[src/rtl/pair_loader_pkg.sv]
// Shared definitions for the pair loader and the downstream sorter bench:
// FSM state encoding, default element width and padding fill values.
package pair_loader_pkg;

    // EMPTY: nothing held, HALF: first element in hold, FULL: pair presented
    typedef enum logic [1:0] {
        ST_EMPTY = 2'd0,
        ST_HALF  = 2'd1,
        ST_FULL  = 2'd2
    } state_t;

    localparam int DEFAULT_WIDTH = 32;

    // Fill bit for the padding element; padding must sort to the tail, so an
    // ascending pair is padded with all-ones and a descending pair with zeros.
    localparam logic PAD_FILL_ASC  = 1'b1;
    localparam logic PAD_FILL_DESC = 1'b0;

    localparam int CNT_WIDTH = 16;

endpackage

[src/rtl/pair_loader.sv]
// Pair loader: groups an element stream into pairs for a two-input sorter.
// Odd groups get their last element padded; the sort direction alternates
// per pair (optionally) and restarts ascending at every group boundary.
module pair_loader
    import pair_loader_pkg::*;
#(
    parameter int WIDTH   = DEFAULT_WIDTH,
    parameter bit ALT_DIR = 1'b1
) (
    input  logic                 clk,
    input  logic                 rst,
    input  logic [WIDTH-1:0]     in_data,
    input  logic                 in_valid,
    input  logic                 in_last,
    output logic                 in_ready,
    input  logic                 stall,
    output logic [WIDTH-1:0]     pair_a,
    output logic [WIDTH-1:0]     pair_b,
    output logic                 pair_dir,
    output logic                 pair_en,
    output logic                 pair_last,
    output logic [CNT_WIDTH-1:0] pair_cnt
);

    state_t           state_reg;
    logic [WIDTH-1:0] hold_reg;
    logic             dir_reg;      // direction the next formed pair will use
    logic             full;
    logic             accept;
    logic             emit_dir_next;
    logic             load_dir;
    logic [WIDTH-1:0] pad;

    assign full     = (state_reg == ST_FULL);
    assign pair_en  = full && !stall;
    assign in_ready = !full || !stall;
    assign accept   = in_valid && in_ready;

    // Direction following the pair currently presented: a group boundary
    // restarts ascending, otherwise alternate (or stay ascending if disabled).
    assign emit_dir_next = pair_last ? 1'b0 : (ALT_DIR ? ~pair_dir : 1'b0);

    // A pair loaded while the previous one is leaving must already see the
    // updated direction, since dir_reg only catches up on the same edge.
    assign load_dir = full ? emit_dir_next : dir_reg;
    assign pad      = {WIDTH{load_dir ? PAD_FILL_DESC : PAD_FILL_ASC}};

    // FSM with hold register, registered pair outputs, direction and counter
    always_ff @(posedge clk or posedge rst) begin
        if (rst) begin
            state_reg <= ST_EMPTY;
            hold_reg  <= '0;
            dir_reg   <= 1'b0;
            pair_a    <= '0;
            pair_b    <= '0;
            pair_dir  <= 1'b0;
            pair_last <= 1'b0;
            pair_cnt  <= '0;
        end else begin
            if (pair_en) begin
                pair_cnt <= pair_cnt + 1'b1;
                dir_reg  <= emit_dir_next;
            end
            case (state_reg)
                ST_HALF: begin
                    if (accept) begin
                        pair_a    <= hold_reg;
                        pair_b    <= in_data;
                        pair_last <= in_last;
                        pair_dir  <= load_dir;
                        state_reg <= ST_FULL;
                    end
                end
                default: begin
                    // EMPTY, or FULL with the pair leaving this cycle; in FULL
                    // an accept implies pair_en because in_ready needs !stall.
                    if (accept) begin
                        if (in_last) begin
                            pair_a    <= in_data;
                            pair_b    <= pad;
                            pair_last <= 1'b1;
                            pair_dir  <= load_dir;
                            state_reg <= ST_FULL;
                        end else begin
                            hold_reg  <= in_data;
                            state_reg <= ST_HALF;
                        end
                    end else if (pair_en) begin
                        state_reg <= ST_EMPTY;
                    end
                end
            endcase
        end
    end

endmodule

[config.mk]
export PLATFORM = sky130hd
export DESIGN_NAME = pair_loader
export DESIGN_NICKNAME = d
export VERILOG_FILES = /design/src/rtl/pair_loader_pkg.sv /design/src/rtl/pair_loader.sv
export SDC_FILE = /design/constraint.sdc
export NUM_CORES = 1
export LEC_CHECK = 0
export CORE_ASPECT_RATIO = 0.75
export CORE_MARGIN = 3
export CORE_UTILIZATION = 40
export CTS_CLUSTER_DIAMETER = 30
export DETAILED_ROUTE_END_ITERATION = 10
export PLACE_DENSITY = 0.69
export SKIP_CTS_REPAIR_TIMING = 1
export SYNTH_ARGS = -nofsm -noshare
export SYNTH_HDL_FRONTEND = slang
export SYNTH_SLANG_ARGS = --single-unit
[constraint.sdc]
create_clock -name clk -period 3.39 [get_ports clk]
set_input_delay 0.339 -clock clk [delete_from_list [all_inputs] [get_ports clk]]
set_output_delay 0.339 -clock clk [all_outputs]
set_load 0.01 [all_outputs]
==> results of run 1 <==
layout by cell type (no fill, tap or decap), drive strengths merged:
master         synthesis  routed
clkinv                 0       4
xnor2                  9       9
o211ai                 1       1
mux2                  33      33
mux2i                 33      33
o221a                  1       1
buf                   20       6
clkdlybuf4s50          0     120
nor2                  37      37
and4                   2       2
nor4                   1       1
clkinvlp               0       2
a211oi                 1       1
a32o                   1       1
inv                    6       5
a21oi                 32      32
dfrtp                117     117
and3                   2       2
bufinv                 0       4
nand2                 77      77
nor3b                  2       2
o21ai                 35      35
nor2b                  3       3
nor3                   1       1
xor2                   7       7
a21boi                 1       1
ha                     1       1
nand4                  3       3
o221ai                 1       1
clkbuf                 6      23
and2                   1       1
a311oi                 1       1
nand3                  3       3
kinds of logic (layout without fill, tap and decap cells):
| kind of cell | count (synthesis) | count (layout) | share of synthesized area (%) |
|---|---|---|---|
| AOI/OAI and AO/OA | 74 | 74 | 10.6 |
| xor gates and xnor gates | 16 | 16 | 2.76 |
| adders and majority gates | 1 | 1 | 0.246 |
| buffers and inverters | 32 | 164 | 3.79 |
| DFF | 117 | 117 | 57.6 |
| muxes | 66 | 66 | 13.8 |
| and+or+nand+nor | 132 | 132 | 11.2 |
Yosys cell counts, drive strengths merged (2+ instances only):
| library cell | count | area (µm²) |
|---|---|---|
| a21oi | 32 | 273 |
| and3 | 2 | 12.5 |
| and4 | 2 | 17.5 |
| buf | 20 | 146 |
| clkbuf | 6 | 23.8 |
| dfrtp | 117 | 2930 |
| inv | 6 | 22.5 |
| mux2 | 33 | 372 |
| mux2i | 33 | 330 |
| nand2 | 77 | 292 |
| nand3 | 3 | 15.0 |
| nand4 | 3 | 33.8 |
| nor2 | 37 | 139 |
| nor2b | 3 | 18.8 |
| nor3b | 2 | 20.0 |
| o21ai | 35 | 175 |
| xnor2 | 9 | 78.8 |
| xor2 | 7 | 61.3 |
metal layers:
layer	track usage (%)	routed length [µm]	vias up
met5	0	0	-
met4	5.61	124	0
met3	6.59	892	11
met2	25.4	5030	93
met1	24.1	5530	1689
li1	-	-	1723
worst paths after layout:
check,start,to,slack (ns),depth (start not counted)
max,state_reg[1],pair_en,0.99,2
min,rst,pair_a[1],0.32,2
max reg2reg,state_reg[1],hold_reg[0],1.20,4
min reg2reg,pair_a[10],pair_a[10],0.48,2
max in group asynchronous,rst,hold_reg[12],2.21,3
min in group clk,pair_a[10],pair_a[10],0.48,2
area by class of cell:
class | instances | area (µm²)
clock inverters | 9 | 148
multi-input cells | 289 | 1980
inverters | 6 | 26.3
fillers | 996 | 4960
flip-flops and latches | 117 | 2930
clock buffers | 23 | 488
repair buffers | 126 | 1260
well taps | 162 | 203
power groups by stage:
stage / clock network [mW] / registers, mW / logic (mW)
floorplan: 0 / 2.31 / 0.738
global placement: 0 / 2.18 / 1.79
detailed placement: 0 / 2.20 / 1.83
CTS: 1.94 / 2.19 / 1.83
global route: 2.00 / 2.25 / 1.98
finish: 1.90 / 2.18 / 1.80
through the flow:
stage	utilization, %	total power, mW	hold slack, ns
6_report	58.6	5.89	0.318
5_1_grt	58.6	6.23	0.334
4_1_cts	58.6	5.96	0.327
3_5_place_dp	53.3	4.03	0.471
3_3_place_gp	53.3	3.97	0.457
2_1_floorplan	-	3.05	0.468
==> impl_metrics.csv, run 1 <==
group,metric,value,unit
global_routing,grt_pass1_wl,19.6,mm
cts,cts-htree-levels,4,
sta,finalCritPeriodShare,70.9,%
global_routing,grt_max_degree,98,
sta,fin_skew,0.00771,ns
sta,slew_headroom,41.4,%
place,hpwlAfterDp,7.67,mm
place,pre_cts_slack,0.969,ns
critical_path,cp_top_family,"buffers and inverters",
drt,routed_wl,11.6,mm
yosys,syn-num-nets,476,
run,maxCapViolCount,0,
die,core-area,0.0120,mm²
cts,cts_max_path_buffers,2,
cts,numCtsBuffers,17,
final_layout,final_cell_area,0.00703,mm²
critical_path,endpoint_kind,"primary output",
yosys,yosysSeqAreaShare,57.6,%
status,outcome,"finished, final reports clean",
sta,tightest_slew,0.879,ns
cts,cts_tree,"done",
place,port_buffers,120,
critical_path,worstPathRequired,3.05,ns
critical_path,crit_type,"flip-flop to primary output",
drt,ant_nets,0,
sta,setup-violations-final,0,
die,ioPinCount,121,
critical_path,cp_slowest_cell,"clkdlybuf4s50_1",
yosys,synth_warnings,0,
cts,cts_sinks,117,
critical_path,slowest_delay,0.63,ns
global_routing,grt_pass1_vias,3679,
yosys,ys_async_sr_fraction,100,%
drt,vias_per_cell,4.80,
die,die_x,136,µm
die,die_h,104,µm
final_layout,n_antenna_cell,0,
min_path,min_path_type,"input port to async pin",
yosys,synth_cell_types,37,
drt,firstDrtPassIters,6,
final_layout,stdcell_count,732,
place,dp_cells,700,
drt,routed-via-count,3516,
sta,rsz0062_at_grt,"false",
sta,tns,0,ns
sta,setup_ws,0.987,ns
critical_path,start_kind,"flip-flop",
drt,drc,0,
pwr,swShare,28.8,%
cts,clk_pin_slew,0.05,ns
final_layout,drive_gt1_share,19.1,%
place,dpl_cell_area,0.00640,mm²
sta,fmax,416,MHz
yosys,synth-edff-count,0,
pwr,power_density,837,mW/mm²
pwr,p_sw,1.70,mW
cts,cts_root_buf,"clkbuf_16",
drt,first_iter_violations,201,
yosys,syn_avg_cell_area,11.6,µm²
final_layout,area_growth,38.3,%
yosys,ys_ff_latch,117,
place,place_congestion,0.774,
global_routing,antenna_found_initial,0,
final_layout,nets,595,
pwr,power_frac_comb,30.6,%
drt,post_drt_wl_per_cell,15.8,µm
pwr,clockPowerShare,32.3,%
pwr,p_leak,2.91,nW
die,die-area,0.0141,mm²
die,fp-row-count,34,
yosys,syn_area,0.00508,mm²
die,start_util,42.4,%
critical_path,crit_chain,"nor3b_2 > clkdlybuf4s50_1",
pwr,power_frac_seq,37.1,%
cts,clock_latency,0.40,ns
sta,fin_crit,2.40,ns
global_routing,grt_usage,17.4,%
critical_path,cp_num_buf_inv,1,
yosys,yosys_most_used_dff,"dfrtp_1",
yosys,postSynthCellCount,438,
critical_path,arrival,2.06,ns
global_routing,grt_overflow,0,
pwr,ir_drop,0.000410,V
critical_path,crit_fanout,9,
sta,drv_slew,0,
sta,hold_violations,0,
pwr,internal-power,4.19,mW
(Power assumes the default switching activity.)
==> run 2, diff against run 1 <==
clock period = 2.07 ns   (was 3.39 ns; I/O delays follow)
==> run 2 against run 1 <==
Net effect:
- largest power group unchanged
- core utilization rose by 0.58 points
- die area did not move
- via count is 4.0% higher
- count of clock-buffer cells in the layout grew 1
- hold slack worse by 0.012 ns
- clock skew shrank 0.0029 ns
- final area up 1.0%
- final cell count grew 0.96%
==> impl_metrics.csv, run 2 (synthesis gave the netlist of run 1 again) <==
group,metric,value,unit
status,outcome,"finished, final reports clean",
cts,clk_pin_slew,0.05,ns
drt,first_iter_violations,224,
place,pre_cts_slack,0.118,ns
critical_path,worstPathRequired,1.86,ns
final_layout,drive_gt1_share,20.5,%
sta,drv_slew,0,
cts,cts_sinks,117,
critical_path,r2r-start,"state_reg[0]",
pwr,power,9.35,mW
drt,wl_met1,5.63,mm
global_routing,grt_max_degree,118,
sta,tightest_slew,0.661,ns
sta,setup-violations-final,0,
cts,cts_root_buf,"clkbuf_16",
pwr,p_leak,2.95,nW
drt,routed_wl,12.2,mm
global_routing,grt_overflow,0,
drt,firstDrtPassIters,4,
final_layout,nets,605,
cts,cts_max_path_buffers,2,
drt,met2WireLength,5.56,mm
drt,routed-via-count,3657,
drt,vias_per_cell,4.95,
sta,hold_violations,0,
critical_path,endpoint_kind,"primary output",
sta,fmax,507,MHz
place,hpwlAfterDp,8.17,mm
pwr,ir_drop,0.000693,V
die,die-area,0.0141,mm²
critical_path,r2r_cells,5,
global_routing,grt_usage,17.9,%
global_routing,antenna_found_initial,0,
critical_path,arrival,1.77,ns
critical_path,crit_fanout,6,
drt,top_layer,"met4",
drt,met3_length,902,µm
min_path,min_path_type,"input port to async pin",
pwr,power_density,1320,mW/mm²
die,die_x,136,µm
drt,ant_nets,0,
sta,fin_skew,0.00476,ns
cts,numCtsBuffers,17,
global_routing,grt_pass1_wl,19.7,mm
critical_path,start_kind,"flip-flop",
sta,fin_crit,1.97,ns
critical_path,rrSetupSlack,0.34,ns
sta,rsz0062_at_grt,"false",
critical_path,r2r_end,"hold_reg[23]",
cts,cts-htree-levels,4,
final_layout,final_cell_area,0.00710,mm²
place,port_buffers,120,
final_layout,area_growth,39.7,%
drt,drc,0,
place,place_congestion,0.801,
sta,setup_ws,0.0958,ns
drt,post_drt_wl_per_cell,16.5,µm
die,ioPinCount,121,
die,die_h,104,µm
die,fp-row-count,34,
final_layout,mostFrequentLayoutCell,"clkdlybuf4s50_1",
critical_path,crit_type,"flip-flop to primary output",
sta,slew_headroom,55.9,%
sta,finalCritPeriodShare,95.4,%
final_layout,n_antenna_cell,0,
cts,clock_latency,0.40,ns
cts,cts_tree,"done",
global_routing,grt_pass1_vias,3786,
run,maxCapViolCount,0,
die,core-area,0.0120,mm²
place,dpl_cell_area,0.00653,mm²
final_layout,mostFrequentLayoutCells,"clkdlybuf4s50_1 (119), dfrtp_1 (115), nand2_1 (76)",
die,start_util,42.4,%
[run 2: changes by cell type in the layout (fill, tap and decap cells not counted), moves of 2 or more]
cell | before | now
buf_12 | 1 | 7
dfrtp_2 | 0 | 2
buf_4 | 5 | 9
dfrtp_1 | 117 | 115
bufinv_16 | 4 | 1
[run 2: area by class of cell]
| cell class | instances | area [µm²] |
|---|---|---|
| timing repair buffer | 136 | 1410 |
| sequential | 117 | 2930 |
| tap | 162 | 203 |
| multi-input combinational | 289 | 1990 |
| fill | 992 | 4890 |
| clock buffer | 24 | 492 |
| clock inverter | 5 | 50.0 |
| inverter | 6 | 26.3 |
[run 2: metrics by stage]
stage,hold slack [ns],std cells,TNS (ns),utilization [%]
CTS,0.381,737,-0.161,59.0
detailed placement,0.463,708,0,54.5
global placement,0.458,708,0,54.5
global route,0.405,739,0,59.2
finish,0.306,739,0,59.2
floorplan,0.336,438,0,-
[run 2: routing by layer]
| metal | global-route usage [%] | up-vias |
|---|---|---|
| met4 | 5.40 | 0 |
| met1 | 24.0 | 1796 |
| met3 | 6.73 | 10 |
| met5 | 0 | - |
| met2 | 27.1 | 99 |
| li1 | - | 1752 |
[run 2: worst max path at each step]
stage                      start           end  slack (ns)  cells after the start
global placement         in_last    pair_b[15]        0.18                      6
floorplan                    rst       dir_reg        0.44                      1
CTS                 state_reg[0]       pair_en       -0.12                      3
global route        state_reg[1]      in_ready        0.03                      3
detailed placement         stall  pair_cnt[10]        0.12                      6
finish              state_reg[1]      in_ready         0.1                      3
[run 2: worst max-delay path: stages (launching register included)]
cell             delay [ns]
dfrtp_2                0.44
nor2b_2                0.18
nand2_1                0.17
clkdlybuf4s50_1        0.57
[run 2: power by group]
part	leakage [nW]	internal, mW	switching, mW
clock network	0.272	1.75	0.947
registers	1.38	3.08	0.523
logic	1.30	1.72	1.33
